### src/rtl/app_host.sv
// Host-side initiator/checker for the app demo responder: issues escape+command
// byte streams, moves LFSR payload bytes and checks the returned data and CRC32.
module app_host #(
  parameter int TIMEOUT = 'd65535
) (
  input  logic        clk_i,
  input  logic        rst_i,
  input  logic        start_i,
  input  logic [1:0]  op_i,
  input  logic [23:0] arg_i,
  output logic [7:0]  tx_data_o,
  output logic        tx_valid_o,
  input  logic        tx_ready_i,
  input  logic [7:0]  rx_data_i,
  input  logic        rx_valid_i,
  output logic        rx_ready_o,
  output logic        busy_o,
  output logic        done_o,
  output logic        pass_o,
  output logic [23:0] err_cnt_o
);

  // state  | meaning
  // IDLE   | waiting for start_i
  // HDR0/1 | send escape 00, then command byte
  // ARG0-2 | send argument bytes, LSB first
  // PAY_TX | send N+1 LFSR bytes (OUT_TEST);  PAY_RX | receive and check them (IN_TEST)
  // CRC0-3 | receive and check the four CRC32 bytes
  // DONE   | one-cycle done_o pulse, result valid
  typedef enum logic [3:0] {
    S_IDLE, S_HDR0, S_HDR1, S_ARG0, S_ARG1, S_ARG2, S_PAY_TX, S_PAY_RX,
    S_CRC0, S_CRC1, S_CRC2, S_CRC3, S_DONE
  } state_t;

  localparam logic [1:0] OP_SEED = 2'd0;
  localparam logic [1:0] OP_OUT  = 2'd1;
  localparam logic [1:0] OP_IN   = 2'd2;
  localparam logic [1:0] OP_WAIT = 2'd3;

  localparam int TW = (TIMEOUT > 2) ? $clog2(TIMEOUT) : 1;
  localparam logic [TW-1:0] TLOAD = TW'((TIMEOUT > 0) ? TIMEOUT - 1 : 0);

  function automatic logic [31:0] crc32_step(input logic [7:0] d, input logic [31:0] c);
    logic [31:0] v;
    v = c;
    for (int i = 0; i < 8; i++) begin
      if (v[31] ^ d[i]) v = {v[30:0], 1'b0} ^ 32'h04C11DB7;
      else              v = {v[30:0], 1'b0};
    end
    return v;
  endfunction

  function automatic logic [7:0] rev8(input logic [7:0] b);
    logic [7:0] r;
    for (int i = 0; i < 8; i++) r[i] = b[7-i];
    return r;
  endfunction

  state_t        r_state;
  logic [1:0]    r_op;
  logic [23:0]   r_arg;
  logic [23:0]   r_lfsr;
  logic [31:0]   r_crc;
  logic [23:0]   r_cnt;
  logic [23:0]   r_err_cnt;
  logic [TW-1:0] r_tmr;
  logic [7:0]    r_tx_data;
  logic          r_tx_valid;
  logic          r_rx_ready;
  logic          r_busy;
  logic          r_done;
  logic          r_pass;

  logic          w_tx_fire;
  logic          w_rx_fire;
  logic [31:0]   w_crc_nxt;
  logic [23:0]   w_lfsr_nxt;
  logic [31:0]   w_crc_inv;
  logic [7:0]    w_crc_exp;
  logic [7:0]    w_rx_exp;
  logic          w_rx_bad;
  logic          w_err_sat;
  logic          w_timeout;
  logic [7:0]    w_cmd;

  assign w_tx_fire  = r_tx_valid & tx_ready_i;
  assign w_rx_fire  = r_rx_ready & rx_valid_i;
  assign w_crc_nxt  = crc32_step(r_lfsr[7:0], r_crc);
  assign w_lfsr_nxt = {r_lfsr[22:0], ~^(r_lfsr & 24'hE10000)};
  assign w_crc_inv  = ~r_crc;
  assign w_err_sat  = &r_err_cnt;
  assign w_rx_exp   = (r_state == S_PAY_RX) ? r_lfsr[7:0] : w_crc_exp;
  assign w_rx_bad   = w_rx_fire & (rx_data_i != w_rx_exp);
  assign w_timeout  = (TIMEOUT != 0) && r_rx_ready && !rx_valid_i && (r_tmr == '0);

  always_comb begin
    w_crc_exp = 8'h00;
    case (r_state)
      S_CRC0:  w_crc_exp = rev8(w_crc_inv[31:24]);
      S_CRC1:  w_crc_exp = rev8(w_crc_inv[23:16]);
      S_CRC2:  w_crc_exp = rev8(w_crc_inv[15:8]);
      S_CRC3:  w_crc_exp = rev8(w_crc_inv[7:0]);
      default: w_crc_exp = 8'h00;
    endcase
  end

  always_comb begin
    w_cmd = 8'h04;
    case (r_op)
      OP_SEED: w_cmd = 8'h04;
      OP_OUT:  w_cmd = 8'h02;
      OP_IN:   w_cmd = 8'h01;
      default: w_cmd = 8'h03;
    endcase
  end

  always_ff @(posedge clk_i) begin
    if (rst_i) begin
      r_state    <= S_IDLE;
      r_op       <= OP_SEED;
      r_arg      <= '0;
      r_lfsr     <= '0;
      r_crc      <= '0;
      r_cnt      <= '0;
      r_err_cnt  <= '0;
      r_tmr      <= TLOAD;
      r_tx_data  <= 8'h00;
      r_tx_valid <= 1'b0;
      r_rx_ready <= 1'b0;
      r_busy     <= 1'b0;
      r_done     <= 1'b0;
      r_pass     <= 1'b0;
    end else begin
      r_done <= 1'b0;
      // Idle timer restarts on every cycle a byte is offered or outside RX states
      if (!r_rx_ready || rx_valid_i) r_tmr <= TLOAD;
      else if (r_tmr != '0)          r_tmr <= r_tmr - 1'b1;
      if (w_rx_bad && !w_err_sat) r_err_cnt <= r_err_cnt + 24'd1;

      case (r_state)
        S_IDLE: if (start_i) begin
          r_op       <= op_i;
          r_arg      <= arg_i;
          r_err_cnt  <= '0;
          r_pass     <= 1'b0;
          r_busy     <= 1'b1;
          r_tx_valid <= 1'b1;
          r_tx_data  <= 8'h00;
          r_state    <= S_HDR0;
        end
        S_HDR0: if (w_tx_fire) begin
          r_tx_data <= w_cmd;
          r_state   <= S_HDR1;
        end
        S_HDR1: if (w_tx_fire) begin
          r_tx_data <= r_arg[7:0];
          r_state   <= S_ARG0;
        end
        S_ARG0: if (w_tx_fire) begin
          if (r_op == OP_WAIT) begin
            r_tx_valid <= 1'b0;
            r_pass     <= 1'b1;
            r_done     <= 1'b1;
            r_state    <= S_DONE;
          end else begin
            r_tx_data <= r_arg[15:8];
            r_state   <= S_ARG1;
          end
        end
        S_ARG1: if (w_tx_fire) begin
          r_tx_data <= r_arg[23:16];
          r_state   <= S_ARG2;
        end
        S_ARG2: if (w_tx_fire) begin
          r_crc <= 32'hFFFFFFFF;
          r_cnt <= r_arg;
          if (r_op == OP_SEED) begin
            r_lfsr     <= r_arg;
            r_tx_valid <= 1'b0;
            r_pass     <= 1'b1;
            r_done     <= 1'b1;
            r_state    <= S_DONE;
          end else if (r_op == OP_OUT) begin
            r_tx_data <= r_lfsr[7:0];
            r_state   <= S_PAY_TX;
          end else begin
            r_tx_valid <= 1'b0;
            r_rx_ready <= 1'b1;
            r_state    <= S_PAY_RX;
          end
        end
        S_PAY_TX: if (w_tx_fire) begin
          r_crc  <= w_crc_nxt;
          r_lfsr <= w_lfsr_nxt;
          r_cnt  <= r_cnt - 24'd1;
          if (r_cnt == '0) begin
            r_tx_valid <= 1'b0;
            r_rx_ready <= 1'b1;
            r_state    <= S_CRC0;
          end else begin
            r_tx_data <= w_lfsr_nxt[7:0];
          end
        end
        S_PAY_RX: if (w_rx_fire) begin
          r_crc  <= w_crc_nxt;
          r_lfsr <= w_lfsr_nxt;
          r_cnt  <= r_cnt - 24'd1;
          if (r_cnt == '0) r_state <= S_CRC0;
        end
        S_CRC0: if (w_rx_fire) r_state <= S_CRC1;
        S_CRC1: if (w_rx_fire) r_state <= S_CRC2;
        S_CRC2: if (w_rx_fire) r_state <= S_CRC3;
        S_CRC3: if (w_rx_fire) begin
          r_rx_ready <= 1'b0;
          r_pass     <= (r_err_cnt == '0) && !w_rx_bad;
          r_done     <= 1'b1;
          r_state    <= S_DONE;
        end
        S_DONE: begin
          r_busy  <= 1'b0;
          r_state <= S_IDLE;
        end
        default: r_state <= S_IDLE;
      endcase

      if (w_timeout) begin
        r_rx_ready <= 1'b0;
        r_pass     <= 1'b0;
        r_done     <= 1'b1;
        r_state    <= S_DONE;
      end
    end
  end

  assign tx_data_o  = r_tx_data;
  assign tx_valid_o = r_tx_valid;
  assign rx_ready_o = r_rx_ready;
  assign busy_o     = r_busy;
  assign done_o     = r_done;
  assign pass_o     = r_pass;
  assign err_cnt_o  = r_err_cnt;

endmodule

### config.mk
export PLATFORM = sky130hd
export DESIGN_NAME = app_host
export DESIGN_NICKNAME = d
export VERILOG_FILES = /design/src/rtl/app_host.sv
export SDC_FILE = /design/constraint.sdc
export NUM_CORES = 1
export LEC_CHECK = 0
export CORE_MARGIN = 4
export CORE_UTILIZATION = 50
export DETAILED_ROUTE_END_ITERATION = 10
export MAX_ROUTING_LAYER = met4
export PLACE_DENSITY_LB_ADDON = 0.12
export RECOVER_POWER = 100
export SETUP_SLACK_MARGIN = 0.3
export SLEW_MARGIN = 25
export SYNTH_ARGS = -nofsm -noshare
export SYNTH_HDL_FRONTEND = slang
export SYNTH_SLANG_ARGS = --single-unit
### constraint.sdc
create_clock -name clk_i -period 3.3 [get_ports clk_i]
set_input_delay 0.825 -clock clk_i [delete_from_list [all_inputs] [get_ports clk_i]]
set_output_delay 0.825 -clock clk_i [all_outputs]
set_load 0.01 [all_outputs]
* Yosys cells after proc, flatten, opt, wreduce, memory -nomap -nowiden
Index checks and enable logic that the tools add are counted.
** Operators by class
- Add/sub/neg operators :: 3
- Eq/ne operators :: 49
- Muxes and demuxes :: 88
- Bitwise logic cells :: 20
- Reduce and logical (&&, ||, !) cells :: 35
** Operator list (number)
- 24-bit two-way mux :: 10
- 27-bit two-way mux :: 8
- 24-bit one-hot mux with 3 select lines :: 2
- 14-bit NOT :: 8
- 32-bit two-way mux :: 3
- 8-bit two-way mux :: 12
- 32-bit one-hot mux with 3 select lines :: 1
- 4-bit two-way mux :: 16
- 8-bit one-hot mux with 7 select lines :: 1
- 24-bit logical NOT :: 2
- 4-bit one-hot mux with 12 select lines :: 1
- 2-bit != test (second input constant) :: 20
- 3-bit != test (second input constant) :: 13
- 12-bit AND reduction :: 3
- 32-bit NOT :: 1
- 8-bit one-hot mux with 4 select lines :: 1
- 1-bit two-way mux :: 27
- 24-bit by 1-bit adder with 24-bit output (second input constant) :: 1
- 24-bit AND reduction :: 1
- 24-bit XNOR reduction :: 1
- 24-bit by 1-bit subtractor with 24-bit output (second input constant) :: 1
- 4-bit equality test (second input constant) :: 5
- 4-bit by 3-bit equality test with 1-bit output (second input constant) :: 4
- 16-bit logical NOT :: 1
- 28 further kinds :: 52
** Storage, ports and cells
- Register bits :: 163
- Output and inout port bits :: 37

* Longest topological paths before layout
- Depth in word-level cells :: 18
- Depth in mapped cells :: 11
- Mapped depth without buffers :: 9

* Least setup slack after synthesis
Ideal clock, no wire load.
- Path kind :: reg2reg
- From :: reg r_cnt[8]
- To :: reg r_cnt[20]
- Arrival time :: 2.456 ns
- Required time :: 3.172 ns
- Setup slack :: 0.717 ns
- Cell stages (with the launch flop) :: 10
- Path buffers :: 2
- Cells stage by stage :: dfxtp_1 > or3_1 > buf_2 > or4_4 > or3_1 > buf_6 > or3_4 > a21o_1 > a22oi_1 > nor2_1
** On the way
- Longest elaborated chain between the ends :: 3
** Ends and longest elaborated chain
- from (decl) :: line 64 : logic [23:0] r_cnt;
- from (signal assigned) :: line 176 : r_cnt <= r_arg;
- from (signal assigned) :: line 195 : r_cnt <= r_cnt - 24'd1;
- from (signal assigned) :: line 207 : r_cnt <= r_cnt - 24'd1;
- 24-bit by 1-bit subtractor with 24-bit output (*) :: line 195, 207
- 24-bit two-way mux, on equally long branches :: line 204, 192
- 24-bit one-hot mux with 3 select lines (*) :: line 140 : case (r_state)
Mark *: on every way between the ends. The rest lies on a longest branch, timed or not. The select of a mux whose other input is x is not followed.
A chain may end at the register's enable or synchronous reset.

* Worst setup path in the final report
- From :: reg r_state[1]
- To :: reg r_err_cnt[7], in the netlist err_cnt_o[7]
** On the way
- Longest elaborated chain between the ends :: 9
** Ends and longest elaborated chain
- from (decl) :: line 59 : state_t r_state;
- from (signal assigned) :: line 119 : r_state <= S_IDLE;
- from (signal assigned) :: line 149 : r_state <= S_HDR0;
- from (signal assigned) :: line 153 : r_state <= S_HDR1;
- 4-bit equality test :: line 98 : case (r_state)
- 8-bit one-hot mux with 4 select lines :: line 98
- 8-bit two-way mux :: line 92 : assign w_rx_exp = (r_state == S_PAY_RX) ? r_lfsr[7:0] : w_crc_exp;
- 8-bit != test :: line 93 : assign w_rx_bad = w_rx_fire & (rx_data_i != w_rx_exp);
- 1-bit bitwise AND :: line 93
- 1-bit logical AND :: line 138 : if (w_rx_bad && !w_err_sat) r_err_cnt <= r_err_cnt + 24'd1;
- 24-bit two-way mux :: line 138
- 24-bit two-way mux :: line 141 : S_IDLE: if (start_i) begin
- 24-bit two-way mux (*) :: line 140
- to (signal assigned) :: line 138
- to (decl) :: line 65 : logic [23:0] r_err_cnt;
Mark *: on every way between the ends. The rest lies on a longest branch, timed or not.

==> flow_metrics.tcl <==
set metrics [dict create \
    yosysWarnings 0 \
    syn-num-nets 1174 \
    ys_seq_area_share_pct 37.0 \
    ctsResizeCount 0 \
    pwr_density_cell_nw_per_um2 438 \
    cts-hold-fix-buffers 0 \
    clock_power_share_pct 44.6 \
    clk_path_buf_depth 2 \
    start_util_pct 51.1 \
    cpPeakStageDelay_ns 0.63 \
    num_vias 8419 \
    grt_usage_pct 25.7 \
    coreArea_sq_um 17300 \
    wl_per_cell_um 17.7 \
    synth-edff-count 0 \
    crit_path_cell_trace "clkbuf_2, mux2i_1, a22oi_1, and3_1, nor4_1, and4_1, buf_12, or4b_2, a21oi_1" \
    cts_buffers 17 \
    rsz0062_at_grt "false" \
    dr.pass1.iters 5 \
    portBuffers 75 \
    gp_congestion 0.946 \
    startpoint_type "register" \
    clk_pin_slew_ns 0.07 \
    overflow 0 \
    grt_pass1_vias 7655 \
    ir_drop_mv 0.338 \
    seqPwrFrac_pct 45.5 \
    placedCellCount 1385 \
    antenna_left 0 \
    area_growth_pct 18.1 \
    vias_per_cell 5.95 \
    h-tree-depth 4 \
    p_leak_nw 3.50 \
    synth_area_per_cell_sq_um 7.81 \
    final_nets 1222 \
    finalCritPeriodShare_pct 89.0 \
    die_w_um 141 \
    rr_endpoint "err_cnt_o[7]" \
    grt_max_degree 77 \
    drive_above_1_share_pct 7.14 \
    maxCapViolCount 0 \
    pwr-share-comb_pct 9.9 \
    die_y_um 141 \
    cts_tree "built" \
    cts_sinks 163 \
    drt_iter0_markers 716 \
    fp-row-count 48 \
    synthDistinctLibCells 64 \
    cts_setup_buffers 0 \
    worst-setup-path-type "reg2reg" \
    min_from "r_lfsr[19]" \
    ios 76 \
    dp_hpwl_mm 17.1 \
    maxSlewViolCount 0 \
    synth_area_sq_um 8830 \
    stdcell_count 1415 \
    p_int_mw 3.41 \
    ys_async_sr_fraction_pct 0 \
    synth_top_flop_cell "dfxtp_1" \
    holdWs_ns 0.483 \
    switching_power_mw 1.16 \
    slew_headroom_pct 24.2 \
    hold_violations 0 \
    fin_skew_ns 0.0114 \
    cts-root-buf "clkbuf_16" \
    crit_fanout 47 \
    setup_violations 0 \
    grt_pass1_wl_mm 40.3 \
    holdPathEnd "r_lfsr[20]" \
    drt_wl_total_mm 25.0 \
    swShare_pct 25.4 \
    cpMaxStageDelayCell "or4b_2" \
    power_mw 4.57 \
    die_area_sq_um 19900 \
    required_ns 3.66 \
    hp-class "reg2reg" \
    drc_errors 0 \
    insertedDiodeCount 0 \
    status "finished, final reports clean" \
    period_minus_slack_ns 2.94 \
    synthCells 1131 \
    clk_latency_ns 0.43 \
    reg2regPathDepth 9 \
    final_common_cell "nand2_1" \
    pre_cts_slack_ns 0.370 \
    fin_ws_ns 0.364 \
    worst_ep_arrival_time_ns 3.29 \
    antenna_found_initial 0 \
    setup_tns_ns 0 \
    r2r_setup_slack_ns 0.36 \
    max_slew.worst_pin.slew_ns 1.14 \
    layout_common_cells "nand2_1, dfxtp_1, nor2_1" \
    regToRegStartpoint "r_state[1]" \
    synth-seq-cells 163 \
    endpoint_kind "register" \
    min_delay_path_depth 2 \
    timing.fmax_mhz 341 \
]
synthesized netlist by cell type (11+ instances only):
library cell / instances / area share, %
nand2_1: 173 / 7.4
dfxtp_1: 163 / 37
nor2_1: 118 / 5.0
a21oi_1: 77 / 4.4
o21ai_0: 60 / 3.4
clkbuf_1: 58 / 2.5
xnor2_1: 53 / 5.3
nor3_1: 38 / 2.2
a311oi_1: 36 / 3.6
xor2_1: 31 / 3.1
a22oi_1: 29 / 2.5
mux2i_1: 24 / 2.7
nand3_1: 23 / 1.3
or3_1: 21 / 1.5
or4_1: 20 / 1.7
o22ai_1: 19 / 1.3
a211oi_1: 14 / 1.2
inv_1: 14 / 0.60
nor4_1: 14 / 0.99
and3_1: 13 / 0.92
o31ai_1: 11 / 0.94
stage by stage:
| step | instance area, sq um | util (%) |
|---|---|---|
| after global routing | 10400 | 60.3 |
| after global placement | 9880 | 57.1 |
| after floorplan | 8830 | - |
| after detailed placement | 9880 | 57.1 |
| after CTS | 10500 | 60.6 |
| final | 10400 | 60.3 |
area by class of cell:
| cell class | count | area, sq um |
|---|---|---|
| fillers | 1603 | 6860 |
| multi-input cells | 874 | 5200 |
| flip-flops and latches | 163 | 3260 |
| repair buffers | 109 | 1040 |
| clock buffers | 18 | 439 |
| well taps | 225 | 282 |
| clock inverters | 12 | 155 |
| inverters | 14 | 52.6 |
per-layer routing:
metal  GRT usage [%]  part of all wire [%]  up-vias
met5               -                     0        -
li1                -                     -     4170
met2            39.0                    46      250
met3            3.93                   5.9       32
met1            35.6                    47     3967
met4            7.50                   1.8        0
kinds of logic after synthesis:
group,count (synthesis),synth area share (%)
adder cells (fa/ha/maj),4,0.567
buffers and inverters,94,4.38
AND/OR/NAND/NOR,474,25.8
AO/OA/AOI/OAI,284,20.8
XOR/XNOR,84,8.33
multiplexers,28,3.23
flip-flops,163,37.0
power by group through the flow:
| stage | Combinational [mW] | Sequential (mW) | Clock [mW] |
|---|---|---|---|
| after floorplan | 0.294 | 2.10 | 0 |
| after global placement | 0.454 | 2.12 | 0 |
| after global routing | 0.502 | 2.08 | 2.14 |
| after CTS | 0.459 | 2.08 | 2.06 |
| final | 0.453 | 2.08 | 2.04 |
| after detailed placement | 0.456 | 2.12 | 0 |
state kept, by name, summed over array words and instances (netlist names):
| name | cells |
|---|---|
| r_lfsr | 24 |
| tx_data_o | 8 |
| rx_ready_o | 1 |
| r_crc | 32 |
| r_tmr | 16 |
| tx_valid_o | 1 |
| r_state | 4 |
| done_o | 1 |
| r_arg | 24 |
| busy_o | 1 |
| pass_o | 1 |
| r_cnt | 24 |
| err_cnt_o | 24 |
| r_op | 2 |
worst max path at each step:
stage,slack [ns],from,cells after the start,to
2_1_floorplan,0.72,r_cnt[8],9,r_cnt[20]
3_3_place_gp,0.42,tx_ready_i,9,tx_data_o[2]
3_5_place_dp,0.37,tx_ready_i,9,tx_data_o[0]
4_1_cts,0.42,r_cnt[8],8,tx_data_o[0]
5_1_grt,0.18,r_state[1],7,err_cnt_o[21]
6_report,0.36,r_state[1],9,err_cnt_o[7]
worst max-delay path, delay by kind of cell (launching register included):
kind                   cells  cell delay, ns
buffers and inverters      2            0.64
muxes                      1            0.14
AOI/OAI and AO/OA          2            0.51
DFF                        1            0.44
and+or+nand+nor            4            1.12
(Power assumes the default switching activity.)
